File: src/rtl/adc_acq_pkg.sv
// Shared definitions for the AD9220 acquisition arbiter.
// Holds state codes, Data word layout and default timing values.
package adc_acq_pkg;

    localparam int ST_IDLE    = 0;
    localparam int ST_SETTLE  = 1;
    localparam int ST_ACQ     = 2;
    localparam int ST_DRAIN   = 3;
    localparam int ST_RELEASE = 4;

    typedef enum logic [2:0] {
        S_IDLE    = 3'(ST_IDLE),
        S_SETTLE  = 3'(ST_SETTLE),
        S_ACQ     = 3'(ST_ACQ),
        S_DRAIN   = 3'(ST_DRAIN),
        S_RELEASE = 3'(ST_RELEASE)
    } state_e;

    localparam int DATA_OWNER   = 15;
    localparam int DATA_LAST    = 14;
    localparam int DATA_ABORT   = 13;
    localparam int DATA_OTR     = 12;
    localparam int DATA_SMP_MSB = 11;
    localparam int DATA_SMP_LSB = 0;

    localparam int DEF_START_DELAY  = 4;
    localparam int DEF_FLUSH_CYCLES = 16;
    localparam int DEF_TIMEOUT      = 1023;

    function automatic logic [1:0] owner_onehot(input logic id);
        return id ? 2'b10 : 2'b01;
    endfunction

endpackage

File: src/rtl/adc_acq_arbiter_if.sv
// Bundle of requester, ADC driver and readout FIFO signals.
// master: the arbiter; slave: requesters, ADC driver and FIFO side.
interface adc_acq_arbiter_if;

    logic [1:0]  Req;
    logic [7:0]  NumSamples0;
    logic [7:0]  NumSamples1;
    logic [1:0]  Grant;
    logic [1:0]  Done;
    logic        Abort;
    logic        AdcStart;
    logic        AdcData_en;
    logic [11:0] AdcData;
    logic        AdcOtr;
    logic [15:0] Data;
    logic        Data_en;

    modport master (
        input  Req, NumSamples0, NumSamples1,
        input  AdcData_en, AdcData, AdcOtr,
        output Grant, Done, Abort, AdcStart,
        output Data, Data_en
    );

    modport slave (
        output Req, NumSamples0, NumSamples1,
        output AdcData_en, AdcData, AdcOtr,
        input  Grant, Done, Abort, AdcStart,
        input  Data, Data_en
    );

endinterface

File: src/rtl/adc_rr_arbiter2.sv
// Two-way round-robin selector with a pointer register.
// Ports: clk_i, rst_i, req_i[1:0], advance_i -> sel_o, valid_o.
module adc_rr_arbiter2 (
    input  logic       clk_i,
    input  logic       rst_i,
    input  logic [1:0] req_i,
    input  logic       advance_i,
    output logic       sel_o,
    output logic       valid_o
);

    logic ptr_q;
    logic ptr_d;

    always_comb begin
        ptr_d   = advance_i ? ~ptr_q : ptr_q;
        valid_o = |req_i;
        // Pointer wins a tie; otherwise the only requester wins.
        sel_o   = req_i[ptr_q] ? ptr_q : ~ptr_q;
    end

    always_ff @(posedge clk_i) begin
        if (rst_i) begin
            ptr_q <= 1'b0;
        end else begin
            ptr_q <= ptr_d;
        end
    end

endmodule

File: src/rtl/adc_acq_arbiter.sv
// Shares one AD9220 acquisition path between two requesters.
// Ports: Clk, reset, bus (Req/NumSamples in, Grant/Done/Abort/ADC/Data).
module adc_acq_arbiter
    import adc_acq_pkg::*;
#(
    parameter int START_DELAY  = DEF_START_DELAY,
    parameter int FLUSH_CYCLES = DEF_FLUSH_CYCLES,
    parameter int TIMEOUT      = DEF_TIMEOUT
) (
    input  logic              Clk,
    input  logic              reset,
    adc_acq_arbiter_if.master bus
);

    // One timer serves settle, watchdog and flush counting.
    localparam int TW = $clog2(TIMEOUT + 1);
    localparam logic [TW-1:0] SETTLE_LAST = TW'(START_DELAY - 1);
    localparam logic [TW-1:0] FLUSH_LAST  = TW'(FLUSH_CYCLES - 1);
    localparam logic [TW-1:0] WD_LAST     = TW'(TIMEOUT - 1);

    state_e        state_q, state_d;
    logic          owner_q, owner_d;
    logic [7:0]    nsamp_q, nsamp_d;
    logic [7:0]    cnt_q, cnt_d;
    logic [TW-1:0] tmr_q, tmr_d;
    logic          abort_q, abort_d;
    logic [1:0]    grant_q, grant_d;
    logic [1:0]    done_q, done_d;
    logic          abt_q, abt_d;
    logic          start_q, start_d;
    logic [15:0]   data_q, data_d;
    logic          den_q, den_d;

    logic rr_sel;
    logic rr_valid;
    logic rr_adv;
    logic own_req;
    logic last;

    assign rr_adv  = (state_q == S_RELEASE);
    assign own_req = bus.Req[owner_q];
    assign last    = ((cnt_q + 8'd1) == nsamp_q);

    adc_rr_arbiter2 u_rr (
        .clk_i     (Clk),
        .rst_i     (reset),
        .req_i     (bus.Req),
        .advance_i (rr_adv),
        .sel_o     (rr_sel),
        .valid_o   (rr_valid)
    );

    always_comb begin
        state_d = state_q;
        owner_d = owner_q;
        nsamp_d = nsamp_q;
        cnt_d   = cnt_q;
        tmr_d   = tmr_q;
        abort_d = abort_q;
        grant_d = grant_q;
        done_d  = 2'b00;
        abt_d   = 1'b0;
        start_d = start_q;
        data_d  = data_q;
        den_d   = 1'b0;

        unique case (state_q)
            S_IDLE: begin
                if (rr_valid) begin
                    owner_d = rr_sel;
                    nsamp_d = rr_sel ? bus.NumSamples1 : bus.NumSamples0;
                    grant_d = owner_onehot(rr_sel);
                    cnt_d   = '0;
                    tmr_d   = '0;
                    abort_d = 1'b0;
                    state_d = S_SETTLE;
                end
            end
            S_SETTLE: begin
                if (!own_req) begin
                    abort_d = 1'b1;
                    done_d  = grant_q;
                    abt_d   = 1'b1;
                    state_d = S_RELEASE;
                end else if (tmr_q == SETTLE_LAST) begin
                    tmr_d = '0;
                    if (nsamp_q == 8'd0) begin
                        done_d  = grant_q;
                        abt_d   = 1'b0;
                        state_d = S_RELEASE;
                    end else begin
                        start_d = 1'b1;
                        state_d = S_ACQ;
                    end
                end else begin
                    tmr_d = tmr_q + 1'b1;
                end
            end
            S_ACQ: begin
                // A pulse coinciding with the Req drop is discarded.
                if (!own_req) begin
                    start_d = 1'b0;
                    abort_d = 1'b1;
                    tmr_d   = '0;
                    state_d = S_DRAIN;
                end else if (bus.AdcData_en) begin
                    cnt_d  = cnt_q + 8'd1;
                    tmr_d  = '0;
                    den_d  = 1'b1;
                    data_d = '0;
                    data_d[DATA_OWNER] = owner_q;
                    data_d[DATA_LAST]  = last;
                    data_d[DATA_ABORT] = 1'b0;
                    data_d[DATA_OTR]   = bus.AdcOtr;
                    data_d[DATA_SMP_MSB:DATA_SMP_LSB] = bus.AdcData;
                    if (last) begin
                        start_d = 1'b0;
                        state_d = S_DRAIN;
                    end
                end else if (tmr_q == WD_LAST) begin
                    start_d = 1'b0;
                    abort_d = 1'b1;
                    tmr_d   = '0;
                    state_d = S_DRAIN;
                end else begin
                    tmr_d = tmr_q + 1'b1;
                end
            end
            S_DRAIN: begin
                // Samples still in the ADC pipeline are dropped here.
                if (tmr_q == FLUSH_LAST) begin
                    tmr_d   = '0;
                    done_d  = grant_q;
                    abt_d   = abort_q;
                    state_d = S_RELEASE;
                end else begin
                    tmr_d = tmr_q + 1'b1;
                end
            end
            S_RELEASE: begin
                grant_d = 2'b00;
                state_d = S_IDLE;
            end
            default: begin
                state_d = S_IDLE;
                grant_d = 2'b00;
                start_d = 1'b0;
            end
        endcase
    end

    always_ff @(posedge Clk) begin
        if (reset) begin
            state_q <= S_IDLE;
            owner_q <= 1'b0;
            nsamp_q <= '0;
            cnt_q   <= '0;
            tmr_q   <= '0;
            abort_q <= 1'b0;
            grant_q <= '0;
            done_q  <= '0;
            abt_q   <= 1'b0;
            start_q <= 1'b0;
            data_q  <= '0;
            den_q   <= 1'b0;
        end else begin
            state_q <= state_d;
            owner_q <= owner_d;
            nsamp_q <= nsamp_d;
            cnt_q   <= cnt_d;
            tmr_q   <= tmr_d;
            abort_q <= abort_d;
            grant_q <= grant_d;
            done_q  <= done_d;
            abt_q   <= abt_d;
            start_q <= start_d;
            data_q  <= data_d;
            den_q   <= den_d;
        end
    end

    assign bus.Grant    = grant_q;
    assign bus.Done     = done_q;
    assign bus.Abort    = abt_q;
    assign bus.AdcStart = start_q;
    assign bus.Data     = data_q;
    assign bus.Data_en  = den_q;

endmodule

File: src/flat_wrapper.sv
// flat-port wrapper written by rule: the top's interface ports become plain ports
module adc_acq_arbiter_flat import adc_acq_pkg::*;
#(
    parameter int START_DELAY  = DEF_START_DELAY,
    parameter int FLUSH_CYCLES = DEF_FLUSH_CYCLES,
    parameter int TIMEOUT      = DEF_TIMEOUT
)
  (Clk, reset, bus_Req, bus_NumSamples0, bus_NumSamples1, bus_AdcData_en, bus_AdcData, bus_AdcOtr, bus_Grant, bus_Done, bus_Abort, bus_AdcStart, bus_Data, bus_Data_en);
  adc_acq_arbiter_if bus_i ();
  input  logic Clk;
  input  logic reset;
  input wire logic [$bits(bus_i.Req)-1:0] bus_Req;
  input wire logic [$bits(bus_i.NumSamples0)-1:0] bus_NumSamples0;
  input wire logic [$bits(bus_i.NumSamples1)-1:0] bus_NumSamples1;
  input wire logic [$bits(bus_i.AdcData_en)-1:0] bus_AdcData_en;
  input wire logic [$bits(bus_i.AdcData)-1:0] bus_AdcData;
  input wire logic [$bits(bus_i.AdcOtr)-1:0] bus_AdcOtr;
  output wire logic [$bits(bus_i.Grant)-1:0] bus_Grant;
  output wire logic [$bits(bus_i.Done)-1:0] bus_Done;
  output wire logic [$bits(bus_i.Abort)-1:0] bus_Abort;
  output wire logic [$bits(bus_i.AdcStart)-1:0] bus_AdcStart;
  output wire logic [$bits(bus_i.Data)-1:0] bus_Data;
  output wire logic [$bits(bus_i.Data_en)-1:0] bus_Data_en;
  assign bus_i.Req = bus_Req;
  assign bus_i.NumSamples0 = bus_NumSamples0;
  assign bus_i.NumSamples1 = bus_NumSamples1;
  assign bus_i.AdcData_en = bus_AdcData_en;
  assign bus_i.AdcData = bus_AdcData;
  assign bus_i.AdcOtr = bus_AdcOtr;
  assign bus_Grant = bus_i.Grant;
  assign bus_Done = bus_i.Done;
  assign bus_Abort = bus_i.Abort;
  assign bus_AdcStart = bus_i.AdcStart;
  assign bus_Data = bus_i.Data;
  assign bus_Data_en = bus_i.Data_en;
  adc_acq_arbiter #(.START_DELAY(START_DELAY), .FLUSH_CYCLES(FLUSH_CYCLES), .TIMEOUT(TIMEOUT)) u_core (.Clk(Clk), .reset(reset), .bus(bus_i));
endmodule
File: config.mk
export PLATFORM = sky130hd
export DESIGN_NAME = adc_acq_arbiter_flat
export DESIGN_NICKNAME = d
export VERILOG_FILES = /design/src/rtl/adc_acq_pkg.sv /design/src/rtl/adc_acq_arbiter_if.sv /design/src/rtl/adc_rr_arbiter2.sv /design/src/rtl/adc_acq_arbiter.sv /design/src/flat_wrapper.sv
export SDC_FILE = /design/constraint.sdc
export NUM_CORES = 1
export LEC_CHECK = 0
export ABC_CLOCK_PERIOD_IN_PS = 2800
export CAP_MARGIN = 20
export CORE_MARGIN = 3
export CORE_UTILIZATION = 35
export CTS_CLUSTER_SIZE = 25
export DETAILED_ROUTE_END_ITERATION = 16
export GPL_TIMING_DRIVEN = 0
export HOLD_SLACK_MARGIN = 0.15
export SETUP_SLACK_MARGIN = 0.4
export SKIP_LAST_GASP = 1
export SLEW_MARGIN = 20
export SYNTH_ARGS = -nofsm -noshare
export SYNTH_HDL_FRONTEND = slang
export SYNTH_SLANG_ARGS = --single-unit
File: constraint.sdc
create_clock -name Clk -period 2.8 [get_ports Clk]
set_clock_uncertainty 0.05 [all_clocks]
set_input_delay 0.28 -clock Clk [delete_from_list [all_inputs] [get_ports Clk]]
set_output_delay 0.28 -clock Clk [all_outputs]
set_load 0.01 [all_outputs]
## Word-level counts from Yosys, hierarchy flattened

Cells that the tools add are included.

| storage, ports and cells | value |
|---|---|
| bits in registers | 54 |
| bits of input ports | 34 |
| output and inout bits | 23 |
| logic and storage cells | 114 |

| cells by class | value |
|---|---|
| add/subtract/negate cells | 2 |
| order comparisons | 2 |
| eq/ne operators | 21 |
| mux-type cells | 54 |
| bitwise logic cells | 5 |
| reduce and logical (&&, ||, !) cells | 17 |

Operator list:

| operator | number |
|---|---|
| $mux 10 | 7 |
| $pmux 10 s4 | 1 |
| $mux 8 | 4 |
| $mux 3 | 9 |
| $mux 1 | 20 |
| $pmux 8 s2 | 1 |
| $mux 2 | 6 |
| $pmux 3 s4 | 1 |
| $add 10x1->10 const B | 1 |
| $eq 10x10->1 const B | 1 |
| $eq 10x2->1 const B | 1 |
| $eq 10x4->1 const B | 1 |
| $ne 2x1->1 const B | 5 |
| $reduce_and 5->1 | 2 |
| $ne 3x3->1 const B | 3 |
| $reduce_or 3->1 | 3 |
| $add 8x1->8 const B | 1 |
| $eq 8x8->1 | 1 |
| $logic_not 8->1 | 1 |
| $ne 4x4->1 const B | 2 |
| $pmux 2 s2 | 2 |
| $eq 3x2->1 const B | 2 |
| $ne 2x2->1 const B | 3 |
| $pmux 1 s3 | 2 |
| 14 further kinds | 21 |

## Longest topological paths before layout

| logic depth | value |
|---|---|
| word-level depth | 6 |
| gate-level depth with buffers | 8 |
| depth with buffers taken out | 8 |

## Hierarchy

Synthesis repeated with hierarchy kept, for this count alone.

| unflattened totals | value |
|---|---|
| cells, all modules | 325 |
| area total of the unflattened synthesis | 2760.1 µm² |

Modules (own cells, without submodules):

| module | times used | cells an instance | area each (µm²) | seq. area each (µm²) |
|---|---|---|---|---|
| adc_acq_arbiter | 1 | 319 | 2712.6 | 1061.0 |
| adc_rr_arbiter2 | 1 | 6 | 47.5 | 20.0 |

## Worst setup path after synthesis

No wires, ideal clock.

| timing | value |
|---|---|
| path kind | register -> register |
| start point | register u_core.cnt_q[0] |
| end point | register u_core.state_q[0] |
| setup time | 0.121 ns |
| arrival | 1.932 ns |
| required time | 2.629 ns |
| slack | 0.697 ns |
| cell stages (with the launch flop) | 9 |
| buffers on the path | 1 |
| period minus slack after synthesis | 2.103 ns |
| cell sequence | dfxtp_1 ha_1 buf_2 xnor2_1 xnor2_1 o21a_1 o31ai_1 nand3_2 mux2_4 |

| between the ends | value |
|---|---|
| cells in the longest elaborated chain, start to end | 4 |

Ends and longest elaborated chain:

| item | line | text |
|---|---|---|
| from (decl) | adc_acq_arbiter.sv:24 | `logic [7:0] cnt_q, cnt_d;` |
| from (signal assigned) | adc_acq_arbiter.sv:170 | `cnt_q <= cnt_d;` |
| $add 8x1->8 | adc_acq_arbiter.sv:42 | `assign last = ((cnt_q + 8'd1) == nsamp_q);` |
| $eq 8x8->1 | adc_acq_arbiter.sv:42 |  |
| $ne 4x4->1 (no line) | -- |  |
| $reduce_and 5->1 (no line) | -- |  |
| to (signal assigned) | adc_acq_arbiter.sv:167 | `state_q <= state_d;` |
| to (decl) | adc_acq_arbiter.sv:21 | `state_e state_q, state_d;` |

Every way passes these cells.
A chain may end at the register's enable or synchronous reset.

## Worst setup path after layout

| timing | value |
|---|---|
| start point | register u_core.cnt_q[2] |
| end point | register u_core.state_q[0] |

Same word-level chain as after synthesis.

==> flow_summary.json <==
{
  "syn_to_final_growth_pct": 31.74,
  "synthCells": 329,
  "fin_area_mm2": 0.003593,
  "die_h_um": 94.28,
  "dr.first_iter.drc_count": 113,
  "first_global_vias": 2368,
  "sw_frac_of_total_pct": 34.86,
  "muxShareOfSynthArea_pct": 4.404,
  "finalHoldViolations": 0,
  "clk_latency_ns": 0.31,
  "final_max_slew_viol_count": 0,
  "drive_above_1_share_pct": 10.69,
  "r2r_slack_ns": 0.57,
  "setup-tns-final_ns": 0,
  "p_int_uw": 1691,
  "yosys.area_share.simple_pct": 27.39,
  "synth_edf_count": 0,
  "period_needed_ns": 2.229,
  "ant_nets": 0,
  "r2r_cells": 7,
  "path_class": "reg -> reg",
  "dpl_cell_area_mm2": 0.003402,
  "boundaryPins": 57,
  "initial_core_util_pct": 36.82,
  "min_from": "u_core.bus.Data[14]",
  "fin_cells": 492,
  "crit_path_end_kind": "register",
  "slew_headroom_pct": 49.62,
  "synthXorXnorAreaFrac_pct": 5.780,
  "status": "finished, final reports clean",
  "drt_first_pass_iters": 4,
  "synthDistinctLibCells": 54,
  "slowest_delay_ns": 0.49,
  "yosysSeqAreaShare_pct": 39.63,
  "worstPathMaxFanout": 8,
  "ys.warnings.count": 0,
  "clkTransAtPathRegs_ns": 0.10,
  "crit_path_cell_trace": "and4_1, clkbuf_1, and2_1, a211oi_1, o211ai_1, nand3_2, mux2_4",
  "combinationalPowerShare_pct": 36.6,
  "required_ns": 2.96,
  "dieArea_mm2": 0.008889,
  "cts_tree": "built",
  "dpl.cell_count": 483,
  "clock_path_buffers": 2,
  "grt_max_degree": 17,
  "p_switching_uw": 905.1,
  "hold_path.class": "reg -> reg",
  "drt_wl_total_um": 6951,
  "htreeDepth": 2,
  "p_clk_share_pct": 24.9,
  "drc": 0,
  "seqPwrFrac_pct": 38.5,
  "portBuffers": 55,
  "cts_sinks": 54,
  "hold_path_end": "u_core.bus.Data[14]",
  "async_reset_ff_share_pct": 0,
  "fin_util_pct": 48.51,
  "peakVddDrop_uv": 299.6,
  "p_leak_uw": 0.001298,
  "cellPowerDensity_mw_per_mm2": 722.5,
  "rows": 31,
  "cp.arrival_ns": 2.39,
  "clockRootBuffer": "clkbuf_8",
  "cts_hold_buffers": 0,
  "slowest_stage": "dfxtp_1",
  "antenna_found_initial": 0,
  "setup_violations": 0,
  "synth_area_mm2": 0.002728,
  "synth_top_family_by_area": "simple AND/OR/NAND/NOR gates",
  "gp_congestion": 0.8310,
  "synth_ff_type": "dfxtp_1",
  "synth_compound_area_share_pct": 18.07,
  "ys_seq_elements": 54,
  "fp.dieW_um": 94.28,
  "fill_cells": 760,
  "rsz0062_at_grt": "yes",
  "syn_area_per_cell_um2": 8.291,
  "r2r-start": "u_core.cnt_q[2]",
  "grt_pass1_wl_um": 11340,
  "overflow": 0,
  "drt-wirelength-per-cell_um": 14.13,
  "worst_pin_slew_ns": 0.7557,
  "synthAdderAreaFrac_pct": 1.376,
  "grt.total_usage_pct": 15.88,
  "antennaDiodeCount": 0,
  "fin_crit_sh_pct": 79.61,
  "drv_cap": 0,
  "finalNetCount": 429,
  "hold_depth": 2,
  "syn_nets": 366,
  "core_mm2": 0.007408,
  "r2r-end": "u_core.state_q[0]",
  "via_per_inst": 5.159,
  "place_hpwl_um": 5077,
  "cts_made_buffers": 5,
  "startpoint_type": "register",
  "fmax_ghz": 0.4486,
  "vias": 2538
}
-- per-layer routing --
layer  track usage [%]  vias up  wire length (µm)
met4             3.851        0                63
li1                  -     1285                 -
met3             3.446        6               331
met1             21.29     1190              3377
met5                 0        -                 0
met2             25.89       57              3177
-- power groups by stage --
stage | Sequential, µW | Combinational [µW] | Clock, µW
CTS | 997 | 946 | 662
global placement | 1010 | 903 | 0
global route | 1020 | 1050 | 695
detailed placement | 1010 | 917 | 0
floorplan | 1000 | 643 | 0
finish | 1000 | 951 | 646
-- cells by family after synthesis --
| group | after synthesis |
|---|---|
| AO/OA/AOI/OAI | 76 |
| AND/OR/NAND/NOR | 145 |
| XOR/XNOR | 18 |
| buffers and inverters | 21 |
| flip-flops | 54 |
| multiplexers | 11 |
| adder cells (fa/ha/maj) | 3 |
| other | 1 |
-- state kept, by name, summed over array words and instances (netlist names) --
signal and count:
u_core.bus.Data 15, u_core.tmr_q 10, u_core.cnt_q 8, u_core.nsamp_q 8, u_core.state_q 3, u_core.bus.Done 2, u_core.bus.Grant 2, u_core.abort_q 1
u_core.bus.Abort 1, u_core.bus.AdcStart 1, u_core.bus.Data_en 1, u_core.owner_q 1, u_core.u_rr.ptr_q 1
-- area by class of cell --
class / count / area (µm²) / share of cell area (%)
flip-flops and latches: 54 / 1084 / 30.15
plain buffers: 18 / 78.83 / 2.194
well taps: 99 / 123.9 / 3.447
clock buffers: 6 / 82.58 / 2.298
repair buffers: 56 / 558.0 / 15.53
multi-input cells: 254 / 1595 / 44.39
clock inverters: 2 / 60.06 / 1.671
inverters: 3 / 11.26 / 0.3134
-- how the worst max path moves through the flow --
stage                    startpoint                 to  slack, ns  depth (start not counted)
global placement         bus_Req[0]  u_core.state_q[0]       0.11                          8
detailed placement       bus_Req[0]  u_core.state_q[0]       0.12                          8
finish              u_core.cnt_q[2]  u_core.state_q[0]       0.57                          7
floorplan           u_core.cnt_q[0]  u_core.state_q[0]       0.70                          8
global route        u_core.tmr_q[1]    u_core.tmr_q[2]       0.39                          8
CTS                 u_core.cnt_q[0]  u_core.state_q[0]       0.43                          8
-- worst max-delay path, delay by kind of cell, from the launching register on --
kind                   cells  cell delay [ns]
AND/OR/NAND/NOR            3             0.65
multiplexers               1             0.33
AO/OA/AOI/OAI              2             0.39
flip-flops                 1             0.49
buffers and inverters      1             0.23
-- synthesized netlist by cell type, types with 3 or more instances --
cell      count  area (µm²)
a211oi_1     11       82.58
a211oi_2      3       37.54
a21o_1        4       30.03
a21oi_1      34       170.2
and2_1        8       50.05
and3_1        3       18.77
buf_2         4       20.02
clkbuf_1     12       45.04
dfxtp_1      54        1081
ha_1          3       37.54
inv_1         3       11.26
mux2i_1       8       80.08
nand2_1      41       153.9
nand2b_1      4       25.02
nand3_1      10       50.05
nand4_1       4       25.02
nand4b_1      5       43.79
nor2_1       32       120.1
nor2_2        7       43.79
nor2b_1       4       25.02
nor3_1       12       60.06
nor4_1        4       25.02
o21ai_0       9       45.04
xnor2_1       7       61.31
xor2_1       11       96.34
-- per-stage QoR --
| step | power, µW | hold WS [ns] | setup slack (ns) |
|---|---|---|---|
| after global routing | 2764 | 0.4310 | 0.3930 |
| after floorplan | 1644 | 0.3660 | 0.6967 |
| after detailed placement | 1932 | 0.3971 | 0.1185 |
| final | 2596 | 0.4086 | 0.5710 |
| after global placement | 1915 | 0.3918 | 0.1132 |
| after CTS | 2606 | 0.4113 | 0.4335 |
-- cells in the final DEF (no fill, tap or decap), types with 5 or more instances in the layout --
cell	instances
clkbuf_8	6
xor2_1	11
nor3_1	11
a211oi_1	11
nand4b_1	5
dfxtp_1	52
clkbuf_1	10
nand2_1	41
nor2_1	31
a21oi_1	34
mux2i_1	8
and2_1	8
clkdlybuf4s50_1	55
nor2_2	8
o21ai_0	9
nand3_1	10
xnor2_1	7
-- timing repair --
item,4_1_cts,5_1_grt
pin swaps,1,0
endpoints found under the hold margin,0,0
setup endpoints to repair,15,16
buffers inserted,1,0
gates resized for setup,4,7
No activity file was read; power rests on OpenSTA's default activity.
